`config.mk`:
```
export PLATFORM = sky130hd
export DESIGN_NAME = div_seq_unit_flat
export DESIGN_NICKNAME = d
export VERILOG_FILES = /design/src/rtl/div_seq_unit_if.sv /design/src/rtl/div_seq_unit.sv /design/src/flat_wrapper.sv
export SDC_FILE = /design/constraint.sdc
export NUM_CORES = 1
export LEC_CHECK = 0
export BUFFER_PORTS_ARGS = -buffer_cell sky130_fd_sc_hd__buf_2
export CAP_MARGIN = 15
export CORE_UTILIZATION = 30
export DETAILED_ROUTE_END_ITERATION = 16
export PLACE_DENSITY_LB_ADDON = 0.2
export SLEW_MARGIN = 20
export SYNTH_ARGS = -nofsm -noshare
export SYNTH_HDL_FRONTEND = slang
export SYNTH_SLANG_ARGS = --single-unit
```
`constraint.sdc`:
```
create_clock -name clk_i -period 3.98 [get_ports clk_i]
set_clock_uncertainty 0.15 [all_clocks]
set_input_delay 0 -clock clk_i [delete_from_list [all_inputs] [get_ports clk_i]]
set_output_delay 0 -clock clk_i [all_outputs]
set_load 0.05 [all_outputs]
```
`src/rtl/div_seq_unit_if.sv`:
```
// Request/response bundle for the sequential restoring divider.
// Slave modport faces the divider, master modport faces the requester/consumer pair.
interface div_seq_unit_if #(
    parameter int unsigned widthX = 16,
    parameter int unsigned widthY = 8
);
    localparam int unsigned widthQ = widthX - widthY + 1;

    logic              in_valid_i;
    logic              in_ready_o;
    logic [widthX-1:0] X_i;
    logic [widthY-1:0] Y_i;
    logic              flush_i;
    logic              out_valid_o;
    logic              out_ready_i;
    logic [widthQ-1:0] Q_o;
    logic [widthY-1:0] R_o;
    logic              err_o;
    logic              busy_o;

    modport slave (
        input  in_valid_i, X_i, Y_i, flush_i, out_ready_i,
        output in_ready_o, out_valid_o, Q_o, R_o, err_o, busy_o
    );

    modport master (
        output in_valid_i, X_i, Y_i, flush_i, out_ready_i,
        input  in_ready_o, out_valid_o, Q_o, R_o, err_o, busy_o
    );
endinterface

```
`src/rtl/div_seq_unit.sv`:
```
// Iterative restoring divider for a normalized unsigned divisor: one quotient bit
// per cycle on a single (widthY+1)-bit subtractor, valid/ready in and out.
module div_seq_unit #(
    parameter int unsigned widthX = 16,
    parameter int unsigned widthY = 8
) (
    input  logic             clk_i,
    input  logic             rst_ni,
    div_seq_unit_if.slave    bus
);
    localparam int unsigned widthQ = widthX - widthY + 1;
    localparam int unsigned cnt_w  = (widthQ > 2) ? $clog2(widthQ) : 1;

    typedef enum logic [1:0] {IDLE, BUSY, DONE} state_e;

    state_e              state_q, state_d;
    logic                in_ready_c;
    logic                accept_c;
    logic                norm_c;
    logic                last_c;

    logic [widthQ-1:0]   xs_q;
    logic [widthY-1:0]   y_q;
    logic [widthY-1:0]   p_q;
    logic [cnt_w-1:0]    cnt_q;
    logic [widthQ-1:0]   quot_q;

    logic [widthQ-1:0]   q_q;
    logic [widthY-1:0]   r_q;
    logic                err_q;
    logic                out_valid_q;
    logic                busy_q;

    logic [widthY:0]     d_c;
    logic [widthY+1:0]   t_c;
    logic                bit_c;
    logic [widthY-1:0]   p_next_c;
    logic [widthQ-1:0]   quot_next_c;

    assign in_ready_c = (state_q == IDLE) | ((state_q == DONE) & bus.out_ready_i);
    assign accept_c   = bus.in_valid_i & in_ready_c & ~bus.flush_i;
    assign norm_c     = bus.Y_i[widthY-1];
    assign last_c     = (cnt_q == '0);

    // One restoring step; P < Y keeps bit widthY of T clear whenever there is no borrow.
    always_comb begin
        d_c         = {p_q, xs_q[widthQ-1]};
        t_c         = {1'b0, d_c} - {2'b00, y_q};
        bit_c       = ~|t_c[widthY+1:widthY];
        p_next_c    = bit_c ? t_c[widthY-1:0] : d_c[widthY-1:0];
        quot_next_c = {quot_q[widthQ-2:0], bit_c};
    end

    always_ff @(posedge clk_i or negedge rst_ni) begin
        if (!rst_ni) begin
            state_q <= IDLE;
        end else begin
            state_q <= state_d;
        end
    end

    // Next state; flush overrides every transition including a same-cycle accept.
    always_comb begin
        state_d = state_q;
        case (state_q)
            IDLE: if (accept_c) state_d = norm_c ? BUSY : DONE;
            BUSY: if (last_c) state_d = DONE;
            DONE: begin
                if (bus.out_ready_i) begin
                    if (accept_c) state_d = norm_c ? BUSY : DONE;
                    else          state_d = IDLE;
                end
            end
            default: state_d = IDLE;
        endcase
        if (bus.flush_i) state_d = IDLE;
    end

    always_ff @(posedge clk_i or negedge rst_ni) begin
        if (!rst_ni) begin
            out_valid_q <= 1'b0;
            busy_q      <= 1'b0;
        end else begin
            out_valid_q <= (state_d == DONE);
            busy_q      <= (state_d == BUSY);
        end
    end

    // Operand latch, iteration registers and result registers.
    always_ff @(posedge clk_i or negedge rst_ni) begin
        if (!rst_ni) begin
            xs_q   <= '0;
            y_q    <= '0;
            p_q    <= '0;
            cnt_q  <= '0;
            quot_q <= '0;
            q_q    <= '0;
            r_q    <= '0;
            err_q  <= 1'b0;
        end else if (!bus.flush_i) begin
            if (accept_c) begin
                xs_q <= bus.X_i[widthQ-1:0];
                y_q  <= bus.Y_i;
                if (norm_c) begin
                    p_q    <= {1'b0, bus.X_i[widthX-1:widthQ]};
                    cnt_q  <= cnt_w'(widthQ - 1);
                    quot_q <= '0;
                end else begin
                    q_q   <= '1;
                    r_q   <= '0;
                    err_q <= 1'b1;
                end
            end else if (state_q == BUSY) begin
                p_q    <= p_next_c;
                xs_q   <= {xs_q[widthQ-2:0], 1'b0};
                quot_q <= quot_next_c;
                cnt_q  <= cnt_q - cnt_w'(1);
                if (last_c) begin
                    q_q   <= quot_next_c;
                    r_q   <= p_next_c;
                    err_q <= 1'b0;
                end
            end
        end
    end

    assign bus.in_ready_o  = in_ready_c;
    assign bus.out_valid_o = out_valid_q;
    assign bus.busy_o      = busy_q;
    assign bus.Q_o         = q_q;
    assign bus.R_o         = r_q;
    assign bus.err_o       = err_q;
endmodule
```
`src/flat_wrapper.sv`:
```
// flat-port wrapper written by rule: the top's interface ports become plain ports
module div_seq_unit_flat 
#(
    parameter int unsigned widthX = 16,
    parameter int unsigned widthY = 8
)
  (clk_i, rst_ni, bus_in_valid_i, bus_X_i, bus_Y_i, bus_flush_i, bus_out_ready_i, bus_in_ready_o, bus_out_valid_o, bus_Q_o, bus_R_o, bus_err_o, bus_busy_o);
  div_seq_unit_if #(.widthX(widthX), .widthY(widthY)) bus_i ();
  input  logic clk_i;
  input  logic rst_ni;
  input wire logic [$bits(bus_i.in_valid_i)-1:0] bus_in_valid_i;
  input wire logic [$bits(bus_i.X_i)-1:0] bus_X_i;
  input wire logic [$bits(bus_i.Y_i)-1:0] bus_Y_i;
  input wire logic [$bits(bus_i.flush_i)-1:0] bus_flush_i;
  input wire logic [$bits(bus_i.out_ready_i)-1:0] bus_out_ready_i;
  output wire logic [$bits(bus_i.in_ready_o)-1:0] bus_in_ready_o;
  output wire logic [$bits(bus_i.out_valid_o)-1:0] bus_out_valid_o;
  output wire logic [$bits(bus_i.Q_o)-1:0] bus_Q_o;
  output wire logic [$bits(bus_i.R_o)-1:0] bus_R_o;
  output wire logic [$bits(bus_i.err_o)-1:0] bus_err_o;
  output wire logic [$bits(bus_i.busy_o)-1:0] bus_busy_o;
  assign bus_i.in_valid_i = bus_in_valid_i;
  assign bus_i.X_i = bus_X_i;
  assign bus_i.Y_i = bus_Y_i;
  assign bus_i.flush_i = bus_flush_i;
  assign bus_i.out_ready_i = bus_out_ready_i;
  assign bus_in_ready_o = bus_i.in_ready_o;
  assign bus_out_valid_o = bus_i.out_valid_o;
  assign bus_Q_o = bus_i.Q_o;
  assign bus_R_o = bus_i.R_o;
  assign bus_err_o = bus_i.err_o;
  assign bus_busy_o = bus_i.busy_o;
  div_seq_unit #(.widthX(widthX), .widthY(widthY)) u_core (.clk_i(clk_i), .rst_ni(rst_ni), .bus(bus_i));
endmodule
```
==> results.sh <==
export IMPL_status="complete, no violations"
export IMPL_clk_latency_ns=0.35
export IMPL_synth_compound_area_share_pct=20.93
export IMPL_finalSetupViolations=0
export IMPL_synth_area_leaders="dfrtp_1 50%, nand2_1 5.1%, o21ai_0 4.6%, ha_1 4.2%, a21oi_1 4.1%"
export IMPL_cpMostUsedCell="nor2_1"
export IMPL_route_detailed_drc=0
export IMPL_vias=2544
export IMPL_critPathMaxStageDelay_ns=0.59
export IMPL_p_leak_uw=0.001801
export IMPL_synth_seq_area_share_pct=49.79
export IMPL_ys_flop_type="dfrtp_1"
export IMPL_grt_overflow=0
export IMPL_grt_util_all_layers_pct=15.73
export IMPL_cts_buffers=9
export IMPL_synth_edff_count=0
export IMPL_start_util_pct=31.50
export IMPL_diodes=0
export IMPL_rsz0062_at_grt="false"
export IMPL_hpwlAfterDp_microns=5321
export IMPL_grt_max_degree=31
export IMPL_synth_top_area_share_pct=49.79
export IMPL_min_to="u_core.y_q[3]$_DFFE_PN0P_"
export IMPL_tightest_slew_ns=0.7958
export IMPL_synth_top_family_by_area="compound AO/OA/AOI/OAI gates"
export IMPL_synthArstFlopShare_pct=100.0
export IMPL_p_int_uw=1594
export IMPL_cp_end_kind="flop"
export IMPL_maxCapViolations=0
export IMPL_hold_path_class="input pin to flop"
export IMPL_ys_types=54
export IMPL_yosys_area_share_xor_xnor_pct=2.911
export IMPL_htree_num_levels=3
export IMPL_core_rowCount=35
export IMPL_critPathTopFamily="simple AND/OR/NAND/NOR gates"
export IMPL_cts_buffer_depth=2
export IMPL_grt_pass1_vias=2487
export IMPL_cts_root_buf="clkbuf_8"
export IMPL_reg2reg_depth=7
export IMPL_max_freq_mhz=345.9
export IMPL_postSynthCellCount=307
export IMPL_cts_resized_gates=0
export IMPL_vias_per_cell=4.864
export IMPL_r2r_end="u_core.bus.R_o[5]$_DFFE_PN0P_"
export IMPL_die_x_microns=101.4
export IMPL_die_area_sq_mm=0.01029
export IMPL_crit_arrival_ns=2.93
export IMPL_worst_path_max_fanout=16
export IMPL_switching_share_pct=42.61
export IMPL_grt_pass1_wl_microns=12200
export IMPL_slew_headroom_pct=46.38
export IMPL_area_delta_synth_final_pct=31.81
export IMPL_netSwitchingPower_uw=1184
export IMPL_wl_per_cell_microns=14.29
export IMPL_coreArea_sq_mm=0.009415
export IMPL_slew_violations=0
export IMPL_clock_power_share_pct=23.3
export IMPL_syn_area_sq_mm=0.002965
export IMPL_die_h_microns=101.4
export IMPL_drive_above_1_share_pct=21.57
export IMPL_drtAntennaViolNets=0
export IMPL_crit_path_cell_trace="nor2b_1 > nor2_1 > nand3b_1 > nor2_1 > a21oi_2 > buf_4 > o31ai_1"
export IMPL_dp_cells=475
export IMPL_finalCriticalPeriod_ns=2.891
export IMPL_synthAdderAreaFrac_pct=4.895
export IMPL_synthMuxAreaShare_pct=1.772
export IMPL_cts_tree="done"
export IMPL_final_nets=429
export IMPL_first_pass_iters=5
export IMPL_cts_sinks=59
export IMPL_hp_start="bus_in_valid_i"
export IMPL_worst_path_max_delay_cell="a21oi_2"
export IMPL_syn_avg_cell_area_sq_um=9.659
export IMPL_cts_setup_buffers=0
export IMPL_p_comb_share_pct=45.7
export IMPL_drt_iter0_drc=122
export IMPL_finalCritPeriodShare_pct=72.63
export IMPL_ys_warn_count=0
export IMPL_synth_area_leader_cell="dfrtp_1"
export IMPL_path_buf_inv=1
export IMPL_instances_no_fill=523
export IMPL_drt_total_wl_microns=7472
export IMPL_synthSimpleGateAreaFrac_pct=15.57
export IMPL_pin_count=50
export IMPL_start_kind="flop"
export IMPL_synth_nets=347
export IMPL_worstReg2RegStart="u_core.state_q[1]$_DFF_PN0_"
export IMPL_crit_type="flop to flop"
export IMPL_r2r_setup_slack_ns=1.09
export IMPL_antenna_found_initial=0
export IMPL_cellPowerDensity_mw_per_mm2=710.7
export IMPL_clk_pin_slew_ns=0.08
export IMPL_hold_violations=0
export IMPL_ir_drop_v=0.0002687
export IMPL_hold_path_depth=4
export IMPL_port_buffers=49
export IMPL_seq_power_share_pct=31.1
export IMPL_required_ns=4.02
export IMPL_routabilityCongestion=0.8304
export IMPL_setup_tns_ns=0
export IMPL_synth_seq_cells=59
[area by class of cell]
class,count,area (sq um)
sequential,59,1476
timing repair buffer,85,595.6
multi-input combinational,217,1379
fill,937,5507
clock buffer,10,137.6
inverter,17,63.81
tap,129,161.4
clock inverter,6,95.09
[layer usage]
layer	vias to the layer above	GRT usage [%]	share of wire (%)
li1	1243	-	-
met1	1236	20.72	50
met2	54	25.33	45
met3	11	3.934	3.6
met4	0	5.128	1.3
met5	-	0	0
[power by group through the flow]
stage / clock, uW / combinational [uW] / sequential, uW
after floorplan: 0 / 773 / 1040
after global placement: 0 / 1230 / 875
after detailed placement: 0 / 1240 / 877
after CTS: 661 / 1270 / 866
after global routing: 679 / 1400 / 885
final: 646 / 1270 / 863
[through the flow]
stage               setup slack [ns]  power (uW)  area [sq um]  utilization (%)  hold WS (ns)
finish                         1.089        2778          3909            41.52      0.005064
global route                  0.8568        2965          3909            41.52       0.01422
CTS                            1.115        2800          3909            41.52     0.0003563
detailed placement             1.151        2114          3356            35.64      -0.04925
global placement               1.144        2105          3356            35.64      -0.04688
floorplan                      1.488        1817          2965                -       -0.4456
[cell usage after synthesis (all sizes together), types with 3 or more instances]
cell type   n
a21o        4
a21oi      27
a222oi      3
a22o        7
buf         4
clkbuf     10
dfrtp      59
ha         10
inv        17
mux2i       3
nand2      40
nand3       8
nor2       27
o21ai      32
o22ai       5
xnor2       6
xor2        3
[sequential cells by signal (all words and copies together), names as in the netlist]
| name | flops |
|---|---|
| u_core.p_q | 8 |
| u_core.cnt_q | 4 |
| u_core.bus.R_o | 8 |
| u_core.bus.out_valid_o | 1 |
| u_core.y_q | 8 |
| u_core.xs_q | 9 |
| u_core.state_q | 2 |
| u_core.quot_q | 8 |
| u_core.bus.busy_o | 1 |
| u_core.bus.Q_o | 9 |
| u_core.bus.err_o | 1 |
[worst max path at each step]
stage / start / depth (start not counted) / endpoint / slack (ns)
6_report: u_core.state_q[1]$_DFF_PN0_ / 7 / u_core.bus.R_o[5]$_DFFE_PN0P_ / 1.09
2_1_floorplan: u_core.state_q[1]$_DFF_PN0_ / 7 / u_core.bus.R_o[3]$_DFFE_PN0P_ / 1.49
4_1_cts: u_core.state_q[1]$_DFF_PN0_ / 7 / u_core.bus.R_o[5]$_DFFE_PN0P_ / 1.11
3_5_place_dp: u_core.state_q[1]$_DFF_PN0_ / 7 / u_core.bus.R_o[5]$_DFFE_PN0P_ / 1.15
5_1_grt: u_core.state_q[1]$_DFF_PN0_ / 7 / u_core.bus.Q_o[1]$_DFFE_PN0P_ / 0.86
3_3_place_gp: u_core.state_q[1]$_DFF_PN0_ / 7 / u_core.bus.R_o[5]$_DFFE_PN0P_ / 1.14
[layout by cell type, fill, tap and decap left out, drive strengths merged, types with 2 or more instances in the layout]
cell and n:
nand3b 2, mux2i 3, xor2 3, nand3 8, a221oi 2, and2b 2, dfrtp 59, o31ai 2
or2 2, nand2b 2, dlygate4sd3 32, nor2b 2, nor3 2, a21oi 27, nor3b 2, o21ai 32
clkbuf 10, o22a 2, a222oi 3, bufinv 2, mux2 2, a22o 7, o22ai 5, xnor2 6
inv 20, buf 53, o21a 2, ha 10, nand2 40, a21o 4, nor2 27, nor4 2
[logic make-up (layout without fill, tap and decap cells)]
kind of cell,count (synthesis),count (layout)
AOI/OAI and AO/OA,94,94
buffers and inverters,31,118
DFF,59,59
xor gates and xnor gates,9,9
adders and majority gates,11,11
muxes,5,5
and+or+nand+nor,98,98
[repair_timing]
item / CTS / global route
setup endpoints to repair: 0 / 0
hold buffers: 32 / 0
hold endpoints to repair: 59 / 0
[tightest hold or removal path, delay by kind of cell]
| kind | cells | cell delay, ns |
|---|---|---|
| buf+inv | 1 | 0.13 |
| compound gates | 1 | 0.07 |
| simple gates | 2 | 0.25 |
(Power assumes the default switching activity.)
